[config.mk]
export PLATFORM = sky130hd
export DESIGN_NAME = rom_dl_seq
export DESIGN_NICKNAME = d
export VERILOG_FILES = /design/src/rtl/rom_dl_seq.sv
export SDC_FILE = /design/constraint.sdc
export NUM_CORES = 1
export LEC_CHECK = 0
export BUFFER_PORTS_ARGS = -buffer_cell sky130_fd_sc_hd__buf_2
export CAP_MARGIN = 20
export CORE_MARGIN = 3
export CORE_UTILIZATION = 56
export CTS_CLUSTER_SIZE = 40
export DETAILED_ROUTE_END_ITERATION = 10
export PLACE_DENSITY = 0.92
export REMOVE_ABC_BUFFERS = 1
export SLEW_MARGIN = 20
export SYNTH_ARGS = -nofsm -noshare
export SYNTH_HDL_FRONTEND = slang
export SYNTH_SLANG_ARGS = --single-unit
[constraint.sdc]
create_clock -name clk_sys -period 6.1 [get_ports clk_sys]
set_input_delay 0.61 -clock clk_sys [delete_from_list [all_inputs] [get_ports clk_sys]]
set_output_delay 0.61 -clock clk_sys [all_outputs]
set_load 0.01 [all_outputs]
[src/rtl/rom_dl_seq.sv]
// ROM download sequencer.
// Takes the HPS ioctl byte stream, turns it into registered ROM bank
// writes, checks that the image arrived complete, and controls the
// game-core reset. The core reset is released only after a good load
// followed by a fixed hold period.
//
// ioctl_wr is a one-cycle valid strobe with no ready/back-pressure. Every
// strobe is either consumed or dropped in the cycle it is seen, and the
// matching ROMEN pulse follows exactly one cycle later.
module rom_dl_seq #(
  parameter int unsigned EXPECT_BYTES = 32768,
  parameter int unsigned HOLD_CYCLES  = 16
) (
  input  logic        clk_sys,
  input  logic        RESET_N,
  input  logic        ioctl_download,
  input  logic        ioctl_wr,
  input  logic [24:0] ioctl_addr,
  input  logic [7:0]  ioctl_dout,
  input  logic        EXT_RST,
  output logic        ROMEN,
  output logic [2:0]  ROMSEL,
  output logic [12:0] ROMAD,
  output logic [7:0]  ROMDT,
  output logic        CORE_RST,
  output logic        DL_ERR,
  output logic        DL_BUSY,
  output logic [2:0]  dbg_state
);

  typedef enum logic [2:0] {
    S_IDLE = 3'd0,
    S_LOAD = 3'd1,
    S_HOLD = 3'd2,
    S_RUN  = 3'd3,
    S_ERR  = 3'd4
  } state_t;

  localparam logic [24:0] EXP_ADDR  = 25'(EXPECT_BYTES);
  localparam logic [16:0] EXP_CNT   = 17'(EXPECT_BYTES);
  // A zero hold length still spends one cycle in HOLD.
  localparam logic [31:0] HOLD_LAST = (HOLD_CYCLES == 0) ? 32'd0 : 32'(HOLD_CYCLES - 1);

  state_t      state, state_d;
  logic        dl_q;
  logic        dl_arm;
  logic [16:0] cnt, cnt_d, cnt_base;
  logic        ovr, ovr_d;
  logic [31:0] hold_cnt, hold_cnt_d;

  logic        dl_rise, dl_fall;
  logic        wr_active, in_range, wr_accept, wr_over;

  logic        romen_d;
  logic [2:0]  romsel_d;
  logic [12:0] romad_d;
  logic [7:0]  romdt_d;
  logic        core_rst_d, dl_err_d, dl_busy_d;

  // dl_arm blocks a false rise when download is still high coming out
  // of reset; it becomes set once download has been seen low.
  assign dl_rise   = ioctl_download & ~dl_q & dl_arm;
  assign dl_fall   = ~ioctl_download & dl_q;
  assign in_range  = (ioctl_addr < EXP_ADDR);
  assign wr_active = ioctl_wr & ((state == S_LOAD) | dl_rise);
  assign wr_accept = wr_active & in_range;
  assign wr_over   = wr_active & ~in_range;
  assign dbg_state = state;

  // Byte counter and overrun flag: a new download restarts both, and a
  // write arriving in the same cycle is already included.
  always_comb begin
    cnt_base = dl_rise ? 17'd0 : cnt;
    cnt_d    = cnt_base;
    if (wr_accept && (cnt_base != 17'h1FFFF)) begin
      cnt_d = cnt_base + 17'd1;
    end
    ovr_d = (dl_rise ? 1'b0 : ovr) | wr_over;
  end

  // State register, edge detector, counters.
  always_ff @(posedge clk_sys) begin
    if (!RESET_N) begin
      state    <= S_IDLE;
      dl_q     <= 1'b0;
      dl_arm   <= ~ioctl_download;
      cnt      <= 17'd0;
      ovr      <= 1'b0;
      hold_cnt <= 32'd0;
    end else begin
      state    <= state_d;
      dl_q     <= ioctl_download;
      dl_arm   <= dl_arm | ~ioctl_download;
      cnt      <= cnt_d;
      ovr      <= ovr_d;
      hold_cnt <= hold_cnt_d;
    end
  end

  // Next-state logic: a download start wins from any state.
  always_comb begin
    state_d = state;
    if (dl_rise) begin
      state_d = S_LOAD;
    end else begin
      case (state)
        S_LOAD: begin
          if (dl_fall) begin
            state_d = ((cnt_d == EXP_CNT) && !ovr_d) ? S_HOLD : S_ERR;
          end
        end
        S_HOLD: begin
          if (hold_cnt == HOLD_LAST) state_d = S_RUN;
        end
        default: state_d = state;
      endcase
    end
    hold_cnt_d = ((state == S_HOLD) && (state_d == S_HOLD)) ? hold_cnt + 32'd1 : 32'd0;
  end

  // Output values for the next cycle, derived from the next state so the
  // registered outputs line up with the state they describe.
  always_comb begin
    romen_d    = wr_accept;
    romsel_d   = wr_accept ? ioctl_addr[15:13] : ROMSEL;
    romad_d    = wr_accept ? ioctl_addr[12:0]  : ROMAD;
    romdt_d    = wr_accept ? ioctl_dout        : ROMDT;
    core_rst_d = (state_d == S_RUN) ? EXT_RST : 1'b1;
    dl_err_d   = (state_d == S_ERR);
    dl_busy_d  = (state_d == S_LOAD) || (state_d == S_HOLD);
  end

  // Output registers.
  always_ff @(posedge clk_sys) begin
    if (!RESET_N) begin
      ROMEN    <= 1'b0;
      ROMSEL   <= 3'd0;
      ROMAD    <= 13'd0;
      ROMDT    <= 8'd0;
      CORE_RST <= 1'b1;
      DL_ERR   <= 1'b0;
      DL_BUSY  <= 1'b0;
    end else begin
      ROMEN    <= romen_d;
      ROMSEL   <= romsel_d;
      ROMAD    <= romad_d;
      ROMDT    <= romdt_d;
      CORE_RST <= core_rst_d;
      DL_ERR   <= dl_err_d;
      DL_BUSY  <= dl_busy_d;
    end
  end

endmodule

# Word level (Yosys, flattened, before mapping)

Cells that the tools add are included.

Add/subtract/negate cells: 2
$lt $le $gt $ge: 1
Equality and inequality tests: 9
Multiplexer cells: 9
Bitwise gates (word level): 12
Reductions and logical operators: 7

Operators by type and width:

| cell                                                          | count |
|---|---|
| 2-to-1 mux 17 bit                                             | 2 |
| adder 32 x 1 -> 32 bit (second input constant)                | 1 |
| equality test 32 x 4 -> 1 bit (second input constant)         | 1 |
| less-than comparator 25 x 16 -> 1 bit (second input constant) | 1 |
| adder 17 x 1 -> 17 bit (second input constant)                | 1 |
| equality test 17 x 16 -> 1 bit (second input constant)        | 1 |
| != test 17 bit (second input constant)                        | 1 |
| 2-to-1 mux 3 bit                                              | 4 |
| equality test 3 x 2 -> 1 bit (second input constant)          | 3 |
| AND 1 bit                                                     | 6 |
| equality test 3 x 1 -> 1 bit (second input constant)          | 2 |
| one-hot mux 3 bit (2 select lines)                            | 1 |
| AND reduction 2 bit                                           | 2 |
| equality test 3 bit (second input constant)                   | 1 |
| logical AND 1 bit                                             | 3 |
| inverter 1 bit                                                | 3 |
| bitwise OR 1 bit                                              | 3 |
| 2-to-1 mux 1 bit                                              | 2 |
| logical NOT 1 bit                                             | 1 |
| logical OR 1 bit                                              | 1 |

Register bits: 83
Input bits: 38
Output and inout bits: 31
Word-level logic and storage cells: 53

# Logic depth before layout (Yosys ltp)

Gate-level depths: netlist (run 1).

Depth after elaboration: 17
Depth in mapped cells: 20

# Worst setup path before layout (run 1)

Ideal clock, no wire load.

Path kind: input port to flip-flop
From: in ioctl_download
To: reg CORE_RST
Arrival: 4.639 ns
Required time: 5.986 ns
Slack: 1.347 ns
Stages: 20
Path buffers: 5
Path through: clkbuf_1 > nand3b_1 > clkbuf_1 > buf_1 > and2_1 > ha_1 > and3_1 > clkbuf_1 > nand4_1 > or2_2 > nor2_1 > ha_1 > clkbuf_2 > or4_4 > nor4_1 > xnor2_1 > o31ai_1 > nor4_4 > nand4_1 > a21o_1

Longest elaborated chain between the ends: 15
Elaborated cells between the ends (all ways): 24
Classes of those cells: add/sub (1); eq/ne (3); mux (7); bitwise (9); reduce/logical (4)

RTL lines:

| item                                                            | RTL line | RTL |
|---|---|---|
| from (decl)                                                     | 16       | `input logic ioctl_download,` |
| branches (longest 12 deep; another with adder 17 x 1 -> 17 bit) | -        |  |
| 2-to-1 mux 3 bit (*)                                            | 103      | `if (dl_rise) begin` |
| equality test 3 x 2 -> 1 bit (*)                                | 128      | `core_rst_d = (state_d == S_RUN) ? EXT_RST : 1'b1;` |
| AND reduction 2 bit (no source line) (*)                        | -        |  |
| to (signal assigned)                                            | 148      | `CORE_RST <= core_rst_d;` |
| to (decl)                                                       | 25       | `output logic CORE_RST,` |

Mark *: on every way between the ends.
A chain may end at the register's enable or synchronous reset.

# Final worst setup path (run 1)

From: reg dl_q
To: reg CORE_RST

Longest elaborated chain between the ends: 16
Elaborated cells between the ends (all ways): 24
Classes of those cells: add/sub (1); eq/ne (3); mux (7); bitwise (9); reduce/logical (4)

RTL lines:

| item                                                            | RTL line | RTL |
|---|---|---|
| from (decl)                                                     | 45       | `logic dl_q;` |
| from (signal assigned)                                          | 92       | `dl_q <= ioctl_download;` |
| branches (longest 13 deep; another with adder 17 x 1 -> 17 bit) | -        |  |
| 2-to-1 mux 3 bit (*)                                            | 103      |  |
| equality test 3 x 2 -> 1 bit (*)                                | 128      |  |
| AND reduction 2 bit (no source line) (*)                        | -        |  |

Marked as above.

==> results.txt, run 1 <==
----------------------------------------------------
[Synthesis]
  Most area-hungry cell type in the Yosys netlist ... sky130_fd_sc_hd__dfxtp_1
  Number of enable-type register cells in the synthesized netlist ... 0
  Post-synthesis instance total ... 471
  Total of flip-flops plus latches after synthesis ... 83
  Async set-or-reset flop fraction in the synthesized netlist ... 0%
  Number of distinct library cells after synthesis ... 54
  Portion of synthesized cell area occupied by the leading cell type ... 42.7%
  Leading post-synthesis cells by cell area ... sky130_fd_sc_hd__dfxtp_1 43%, sky130_fd_sc_hd__nand2_1 7.9%, sky130_fd_sc_hd__xor2_1 6.3%
  Post-synthesis cell area ... 3890 um^2
  Flip-flop cell with the highest count after synthesis ... sky130_fd_sc_hd__dfxtp_1
  Syn Area/Cell ... 8.26 um^2
  Sequential area share after synthesis ... 42.7%
  Yosys warnings ... 0

[Clock tree]
  CTS tree ... built
  Deepest level of the CTS H-tree ... 3
  Clock insertion delay at the later pin of the skew report ... 0.37 ns
  Clock slew at the register clock pins of the worst setup and hold paths ... 0.09 ns
  Total of hold buffers inserted after clock tree synthesis ... 0
  Library cell used as clock root buffer ... sky130_fd_sc_hd__clkbuf_8
  Post_cts resized ... 0
  Maximum count of clock buffers along a single path ... 2
  Num CTS Buffers ... 9
  Number of clock sinks ... 83
  Post-CTS setup buffer count ... 0

[Job]
  Max-capacitance violation count ... 0

[Worst setup path]
  Signal arrival time at the worst endpoint ... 4.56 ns
  Maximum net fanout on the critical path ... 9
  Worst Path Required ... 6.35 ns
  Critical path class ... flip-flop to flip-flop
  CP startpoint kind ... flip-flop
  Endpoint type of the worst setup path ... flip-flop

[Global route]
  GR peak layer ... met2
  Maximum number of pins on one net before global-route repair ... 35
  GR met1 Demand/Resource ... 28.3%
  Total gr overflow ... 0
  Number of global-route vias before repair ... 3394
  Tot GR Track Use ... 24.5%
  Global Route met3 Usage ... 5.62%
  Number of antenna violations at the first check in global routing ... 0
  Met2 routing resource usage after global routing ... 44.1%
  First-pass GRT wire length ... 15.2 mm

[Detailed routing]
  Initial DRC Count ... 137
  Count of antenna-violating nets left after detailed routing ... 0
  Sum of routed wire length over all layers ... 9.30 mm
  DRC violations left ... 0
  Total via count after detailed routing ... 3474
  Detailed-routing iteration count for the pre-antenna-repair pass ... 4
  Vias per cell ... 5.70
  Drt wl/cell ... 15.3 um

[STA]
  Setup Viol. Count Final ... 0
  Final Hold Vio Count ... 0
  Period Utilization, post-route ... 70.7%
  Post-route clock skew ... 0.0156 ns
  Normalized max-slew margin ... 34.9%
  Unrepaired setup endpoints after global routing ... false
  Post-route minimum period ... 4.31 ns
  Tightest Pin Transition ... 0.977 ns
  Max Clk Rate ... 0.232 GHz
  Slew Limit Fails ... 0
  Setup TNS ... 0 ns

[Place]
  DP Wirelength ... 6.62 mm
  Port Buf Inserts ... 68
  Final RePlAce weighted congestion ... 0.935
  Area after detailed placement ... 4250 um^2

[Die]
  Floorplan Core Area ... 6530 um^2
  Ports placed on the boundary ... 69
  Num rows ... 29
  Effective utilization at floorplan ... 59.6%
  Height of the die ... 89.4 um
  Total Die Area ... 7990 um^2
  DIE WIDTH ... 89.4 um

[Power]
  Max IR drop VDD ... 0.157 mV
  Net Sw Power ... 0.231 mW
  Switching fraction of total power ... 22.3%
  Power density relative to cell area ... 231 nW/um^2
  Internal power contribution ... 0.804 mW
  Part of the power in the clock network ... 43.4%
  Share of total power in sequential cells ... 52.8%
  Cell leakage power ... 1.67 nW
  Combinational share of power ... 3.8%

[Final layout]
  Diode insertion count for antenna repair ... 0
  Layout net count ... 568
  Area growth, synth to finish ... 15.1%
  Ratio of cells with drive above 1 in the final layout ... 18.6%
  Fin area ... 4480 um^2

[Min path]
  HP Class ... flip-flop to flip-flop

[Outcome]
  Result of the run ... finished, final reports clean

----------------------------------------------------
## per-layer routing
layer  part of all wire, %  up-vias  routed length, um
met4                   1.7        0                158
met2                    51       98               4780
met1                    42     1615               3880
met3                   5.1       16                476
li1                      -     1745                  -
met5                     0        -                  0
## worst max-delay path, stage by stage, from the launching register on
cell and delay (ns):
sky130_fd_sc_hd__dfxtp_1 0.35, sky130_fd_sc_hd__nand3b_1 0.33, sky130_fd_sc_hd__nand2_1 0.20, sky130_fd_sc_hd__inv_1 0.08, sky130_fd_sc_hd__ha_1 0.20, sky130_fd_sc_hd__and3_1 0.26, sky130_fd_sc_hd__nand4_1 0.22, sky130_fd_sc_hd__or2_2 0.17
sky130_fd_sc_hd__nor2_1 0.05, sky130_fd_sc_hd__ha_1 0.31, sky130_fd_sc_hd__or4_4 0.62, sky130_fd_sc_hd__nor4_4 0.28, sky130_fd_sc_hd__xor2_1 0.22, sky130_fd_sc_hd__o31ai_1 0.15, sky130_fd_sc_hd__nor4_4 0.41, sky130_fd_sc_hd__nand4_1 0.16
sky130_fd_sc_hd__a21o_1 0.20
## stage by stage
step / setup WS, ns / total power [mW] / instances / utilization, % / hold slack, ns
2_1_floorplan: 1.68 / 0.577 / 446 / - / 0.426
3_3_place_gp: 1.59 / 0.597 / 593 / 65.0 / 0.439
3_5_place_dp: 1.47 / 0.598 / 593 / 65.0 / 0.447
4_1_cts: 1.82 / 1.04 / 609 / 68.5 / 0.460
5_1_grt: 1.46 / 1.07 / 609 / 68.6 / 0.475
6_report: 1.79 / 1.04 / 609 / 68.6 / 0.458
## kinds of logic (layout without fill, tap and decap cells)
group | after synthesis | after routing | synth area share, %
flops | 83 | 83 | 42.7
buf+inv | 29 | 90 | 2.83
mux | 2 | 2 | 0.514
xor+xnor | 45 | 45 | 10.1
compound gates | 59 | 59 | 10.1
simple gates | 250 | 250 | 32.8
fa+ha+maj | 3 | 3 | 0.965
## path summary, 6_finish.rpt
check,from,to,slack (ns),cells past startpoint
max,dl_q,CORE_RST,1.79,16
min,ROMAD[12],ROMAD[12],0.46,2
max reg2reg,dl_q,CORE_RST,1.79,16
min reg2reg,ROMAD[12],ROMAD[12],0.46,2
## Yosys cell counts, types with 2 or more instances
cell type and n:
sky130_fd_sc_hd__dfxtp_1 83, sky130_fd_sc_hd__nand2_1 82, sky130_fd_sc_hd__nor2_1 62, sky130_fd_sc_hd__a21oi_1 32, sky130_fd_sc_hd__xor2_1 28, sky130_fd_sc_hd__clkbuf_1 23
sky130_fd_sc_hd__nand3_1 18, sky130_fd_sc_hd__xnor2_1 17, sky130_fd_sc_hd__nand4_1 16, sky130_fd_sc_hd__and3_1 10, sky130_fd_sc_hd__nor4_1 10, sky130_fd_sc_hd__and2_1 9
sky130_fd_sc_hd__nor3_1 7, sky130_fd_sc_hd__and4_1 6, sky130_fd_sc_hd__o21ai_0 5, sky130_fd_sc_hd__nand2b_1 4, sky130_fd_sc_hd__ha_1 3, sky130_fd_sc_hd__inv_1 3
sky130_fd_sc_hd__nor2b_1 3, sky130_fd_sc_hd__o31ai_1 3, sky130_fd_sc_hd__or3_1 3, sky130_fd_sc_hd__or4_4 3, sky130_fd_sc_hd__a211o_1 2, sky130_fd_sc_hd__a211oi_1 2
sky130_fd_sc_hd__a21o_1 2, sky130_fd_sc_hd__mux2i_1 2, sky130_fd_sc_hd__nand3b_1 2, sky130_fd_sc_hd__nand4b_1 2, sky130_fd_sc_hd__nor4_4 2, sky130_fd_sc_hd__nor4bb_1 2
sky130_fd_sc_hd__or2_2 2
## layout by cell type, fill, tap and decap left out, types with 3 or more instances in the layout
master	synthesis	layout
sky130_fd_sc_hd__and2_1	9	9
sky130_fd_sc_hd__nand2_1	82	82
sky130_fd_sc_hd__dfxtp_1	83	83
sky130_fd_sc_hd__ha_1	3	3
sky130_fd_sc_hd__and3_1	10	10
sky130_fd_sc_hd__inv_1	3	3
sky130_fd_sc_hd__xor2_1	28	28
sky130_fd_sc_hd__and4_1	6	6
sky130_fd_sc_hd__clkbuf_8	0	10
sky130_fd_sc_hd__or3_1	3	3
sky130_fd_sc_hd__o31ai_1	3	3
sky130_fd_sc_hd__a21oi_1	32	32
sky130_fd_sc_hd__nor3_1	7	7
sky130_fd_sc_hd__nand2b_1	4	4
sky130_fd_sc_hd__xnor2_1	17	17
sky130_fd_sc_hd__nor4_1	10	10
sky130_fd_sc_hd__nor2b_1	3	3
sky130_fd_sc_hd__buf_2	0	68
sky130_fd_sc_hd__nand3_1	18	17
sky130_fd_sc_hd__o21ai_0	5	5
sky130_fd_sc_hd__or4_4	3	3
sky130_fd_sc_hd__nand4_1	16	16
sky130_fd_sc_hd__nor2_1	62	62
## state kept, by name, indices dropped and copies added (netlist names)
signal	cells
hold_cnt	32
cnt	17
ROMSEL	3
ROMDT	8
dl_q	1
dbg_state	3
DL_BUSY	1
DL_ERR	1
CORE_RST	1
ROMEN	1
dl_arm	1
ovr	1
ROMAD	13
## layout make-up
type / count / area [um^2]
Clock buffer: 11 / 141
Clock inverter: 5 / 85.1
Fill cell: 536 / 2050
Inverter: 4 / 15.0
Multi-Input combinational cell: 359 / 2120
Sequential cell: 83 / 1660
Tap cell: 77 / 96.3
Timing Repair Buffer: 70 / 355
## power groups by stage
stage               Combinational [mW]  Clock [mW]  Sequential (mW)
global placement                0.0383           0            0.559
detailed placement              0.0391           0            0.559
finish                          0.0395       0.449            0.547
CTS                             0.0392       0.455            0.547
floorplan                       0.0178           0            0.559
global route                    0.0440       0.477            0.547
No activity file was read; power rests on OpenSTA's default activity.
==> run 2: changes to the inputs <==
ABC_AREA = 1   (was default)
clock period = 4 ns   (was 6.1 ns; I/O delays follow)
==> results.txt, run 2 <==
----------------------------------------------------
[Final layout]
  Layout net count ... 701
  Max reg flops ... 32
  Number of fill cells ... 572
  Register Area ... 1660 um^2
  Most common library cell in the layout ignoring fill and taps ... sky130_fd_sc_hd__nor2_1
  Ratio of cells with drive above 1 in the final layout ... 17.3%
  Diode insertion count for antenna repair ... 0
  Largest registers ... hold_cnt (32), cnt (17), ROMAD (13)
  Number of cells in the finished layout apart from fillers ... 761
  Area growth, synth to finish ... 15.6%
  Commonest cells after routing, fill and taps aside ... 138 x sky130_fd_sc_hd__nor2_1, 120 x sky130_fd_sc_hd__nand2_1, 83 x sky130_fd_sc_hd__dfxtp_1
  Footprint of the multi-input gates ... 2050 um^2
  Largest register by flop count ... hold_cnt

[Synthesis]
  Cell with the most instances after synthesis ... sky130_fd_sc_hd__nor2_1
  Portion of synthesized cell area occupied by the leading cell type ... 41.0%
  Most area-hungry cell type in the Yosys netlist ... sky130_fd_sc_hd__dfxtp_1
  Syn Area/Cell ... 6.84 um^2
  Yosys warnings ... 0
  Flip-flop cell with the highest count after synthesis ... sky130_fd_sc_hd__dfxtp_1
  Post-synthesis cell area ... 4060 um^2
  Post-synthesis instance total ... 593
  Sequential area share after synthesis ... 41.0%
  Number of distinct library cells after synthesis ... 36
  Async set-or-reset flop fraction in the synthesized netlist ... 0%
  Number of enable-type register cells in the synthesized netlist ... 0
  Top cell types by occurrence after synthesis ... 138 x sky130_fd_sc_hd__nor2_1, 120 x sky130_fd_sc_hd__nand2_1, 83 x sky130_fd_sc_hd__dfxtp_1, 68 x sky130_fd_sc_hd__inv_1, 39 x sky130_fd_sc_hd__nand3_1
  Total of flip-flops plus latches after synthesis ... 83
  Leading post-synthesis cells by cell area ... sky130_fd_sc_hd__dfxtp_1 41%, sky130_fd_sc_hd__nor2_1 13%, sky130_fd_sc_hd__nand2_1 11%

[Die]
  Floorplan Core Area ... 6910 um^2
  Ports placed on the boundary ... 69
  Height of the die ... 91.1 um
  DIE WIDTH ... 91.1 um
  Num rows ... 30
  Effective utilization at floorplan ... 58.7%
  Total Die Area ... 8300 um^2

[Power]
  Cell leakage power ... 2.04 nW
  Net Sw Power ... 0.344 mW
  Switching fraction of total power ... 21.7%
  Power density relative to cell area ... 338 nW/um^2
  Part of the power in the clock network ... 43.2%
  Share of total power in sequential cells ... 52.5%
  Internal power contribution ... 1.24 mW
  Combinational share of power ... 4.3%
  Max IR drop VDD ... 0.217 mV

[Detailed routing]
  Vias per cell ... 5.25
  Drt wl/cell ... 12.8 um
  Detailed-routing iteration count for the pre-antenna-repair pass ... 7
  Count of antenna-violating nets left after detailed routing ... 0
  Sum of routed wire length over all layers ... 9.71 mm
  Initial DRC Count ... 183
  DRC violations left ... 0
  Total via count after detailed routing ... 3992

[Clock tree]
  Deepest level of the CTS H-tree ... 3
  Num CTS Buffers ... 9
  Library cell used as clock root buffer ... sky130_fd_sc_hd__clkbuf_8
  Total of hold buffers inserted after clock tree synthesis ... 0
  Maximum count of clock buffers along a single path ... 2
  Clock slew at the register clock pins of the worst setup and hold paths ... 0.08 ns
  Post-CTS setup buffer count ... 0
  CTS tree ... built
  Number of clock sinks ... 83
  Post_cts resized ... 0
  Clock insertion delay at the later pin of the skew report ... 0.36 ns

[Global route]
  Global Route met3 Usage ... 6.55%
  Maximum number of pins on one net before global-route repair ... 31
  GR met1 Demand/Resource ... 27.3%
  GR peak layer ... met2
  Tot GR Track Use ... 24.4%
  Number of antenna violations at the first check in global routing ... 0
  First-pass GRT wire length ... 16.7 mm
  Number of global-route vias before repair ... 3931
  Met2 routing resource usage after global routing ... 43.1%
  Total gr overflow ... 0

[STA]
  Setup Viol. Count Final ... 0
  Unrepaired setup endpoints after global routing ... false
  Final Hold Vio Count ... 0
  Post-route minimum period ... 3.44 ns
  Tightest Pin Transition ... 1.01 ns
  Post-route clock skew ... 0.00765 ns
  Max Clk Rate ... 0.291 GHz
  Setup TNS ... 0 ns
  Period Utilization, post-route ... 86.0%
  Normalized max-slew margin ... 32.7%
  Slew Limit Fails ... 0

[Place]
  Port Buf Inserts ... 68
  DP Wirelength ... 7.13 mm
  Cells after DPL ... 745
  Final RePlAce weighted congestion ... 0.944

[Worst setup path]
  Critical path class ... flip-flop to flip-flop
  Signal arrival time at the worst endpoint ... 3.69 ns
  CP startpoint kind ... flip-flop
  Worst Path Required ... 4.25 ns
  Maximum net fanout on the critical path ... 15
  Endpoint type of the worst setup path ... flip-flop

[Min path]
  HP Class ... input pin to flip-flop

[Job]
  Max-capacitance violation count ... 0

[Outcome]
  Result of the run ... finished, final reports clean

----------------------------------------------------
==> run 2: changes by cell type in the layout (fill, tap and decap cells not counted), moves of 10 or more <==
cell                      change
sky130_fd_sc_hd__xnor2_1     -12
sky130_fd_sc_hd__nand3_1     +22
sky130_fd_sc_hd__inv_1       +65
sky130_fd_sc_hd__o21ai_0     +19
sky130_fd_sc_hd__xor2_1      -17
sky130_fd_sc_hd__nand2_1     +38
sky130_fd_sc_hd__nor2_1      +76
sky130_fd_sc_hd__a21oi_1     -17
sky130_fd_sc_hd__and3_1      -10
==> run 2: routing by layer <==
layer,vias up,routed length (um)
li1,2010,-
met1,1814,3920
met2,143,4960
met3,25,617
met4,0,208
met5,-,0
==> run 2: worst paths after layout <==
kind | from | cells after the start | to | slack, ns
setup / recovery | dl_arm | 26 | CORE_RST | 0.56
hold / removal | EXT_RST | 3 | CORE_RST | 0.24
setup reg to reg | dl_arm | 26 | CORE_RST | 0.56
hold reg to reg | ROMSEL[2] | 2 | ROMSEL[2] | 0.43
==> run 2: final cells by class <==
class,instances,share of cell area (%)
Clock buffer,12,3.31
Sequential cell,83,35.4
Clock inverter,4,1.55
Inverter,70,5.60
Timing Repair Buffer,71,7.74
Multi-Input combinational cell,425,43.8
Tap cell,96,2.56
==> run 2: kinds of logic after synthesis <==
kind of cell / synth area share, %
adders and majority gates: 0.925
xor gates and xnor gates: 3.45
AOI/OAI and AO/OA: 6.82
DFF: 41.0
buffers and inverters: 8.42
and+or+nand+nor: 39.4
==> run 2: power groups by stage <==
stage | clock network, mW | registers [mW] | logic [mW]
2_1_floorplan | 0 | 0.853 | 0.0321
3_3_place_gp | 0 | 0.852 | 0.0657
3_5_place_dp | 0 | 0.852 | 0.0671
4_1_cts | 0.693 | 0.832 | 0.0674
5_1_grt | 0.731 | 0.833 | 0.0755
6_report | 0.684 | 0.832 | 0.0683
==> run 2: worst max-delay path, stage by stage (launching register included) <==
cell	delay [ns]
sky130_fd_sc_hd__dfxtp_1	0.35
sky130_fd_sc_hd__nand2_1	0.09
sky130_fd_sc_hd__nor2_2	0.04
sky130_fd_sc_hd__nor2_1	0.16
sky130_fd_sc_hd__ha_1	0.23
sky130_fd_sc_hd__nand2_1	0.07
sky130_fd_sc_hd__inv_1	0.08
sky130_fd_sc_hd__nand3_1	0.11
sky130_fd_sc_hd__nor2_1	0.17
sky130_fd_sc_hd__nand3_1	0.13
sky130_fd_sc_hd__nor4_1	0.20
sky130_fd_sc_hd__ha_1	0.18
sky130_fd_sc_hd__inv_1	0.13
sky130_fd_sc_hd__nand3_4	0.25
sky130_fd_sc_hd__inv_1	0.13
sky130_fd_sc_hd__nand2_1	0.08
sky130_fd_sc_hd__nand2_1	0.05
sky130_fd_sc_hd__inv_1	0.08
sky130_fd_sc_hd__nand2_1	0.07
sky130_fd_sc_hd__nor2_1	0.11
sky130_fd_sc_hd__nand2_1	0.07
sky130_fd_sc_hd__nor2_2	0.12
sky130_fd_sc_hd__nand3_2	0.10
sky130_fd_sc_hd__nand2_1	0.08
sky130_fd_sc_hd__nand2_1	0.07
sky130_fd_sc_hd__nor2_1	0.10
sky130_fd_sc_hd__nand2_1	0.06
==> run 2: per-stage QoR <==
stage / area [um^2] / hold WS, ns / util, % / power (mW) / setup WS, ns
floorplan: 3980 / 0.418 / - / 0.885 / 0.903
global placement: 4460 / 0.419 / 64.6 / 0.917 / 0.624
detailed placement: 4460 / 0.422 / 64.6 / 0.919 / 0.407
CTS: 4690 / 0.235 / 67.9 / 1.59 / 0.564
global route: 4690 / 0.245 / 67.9 / 1.64 / 0.127
finish: 4690 / 0.243 / 67.9 / 1.59 / 0.560
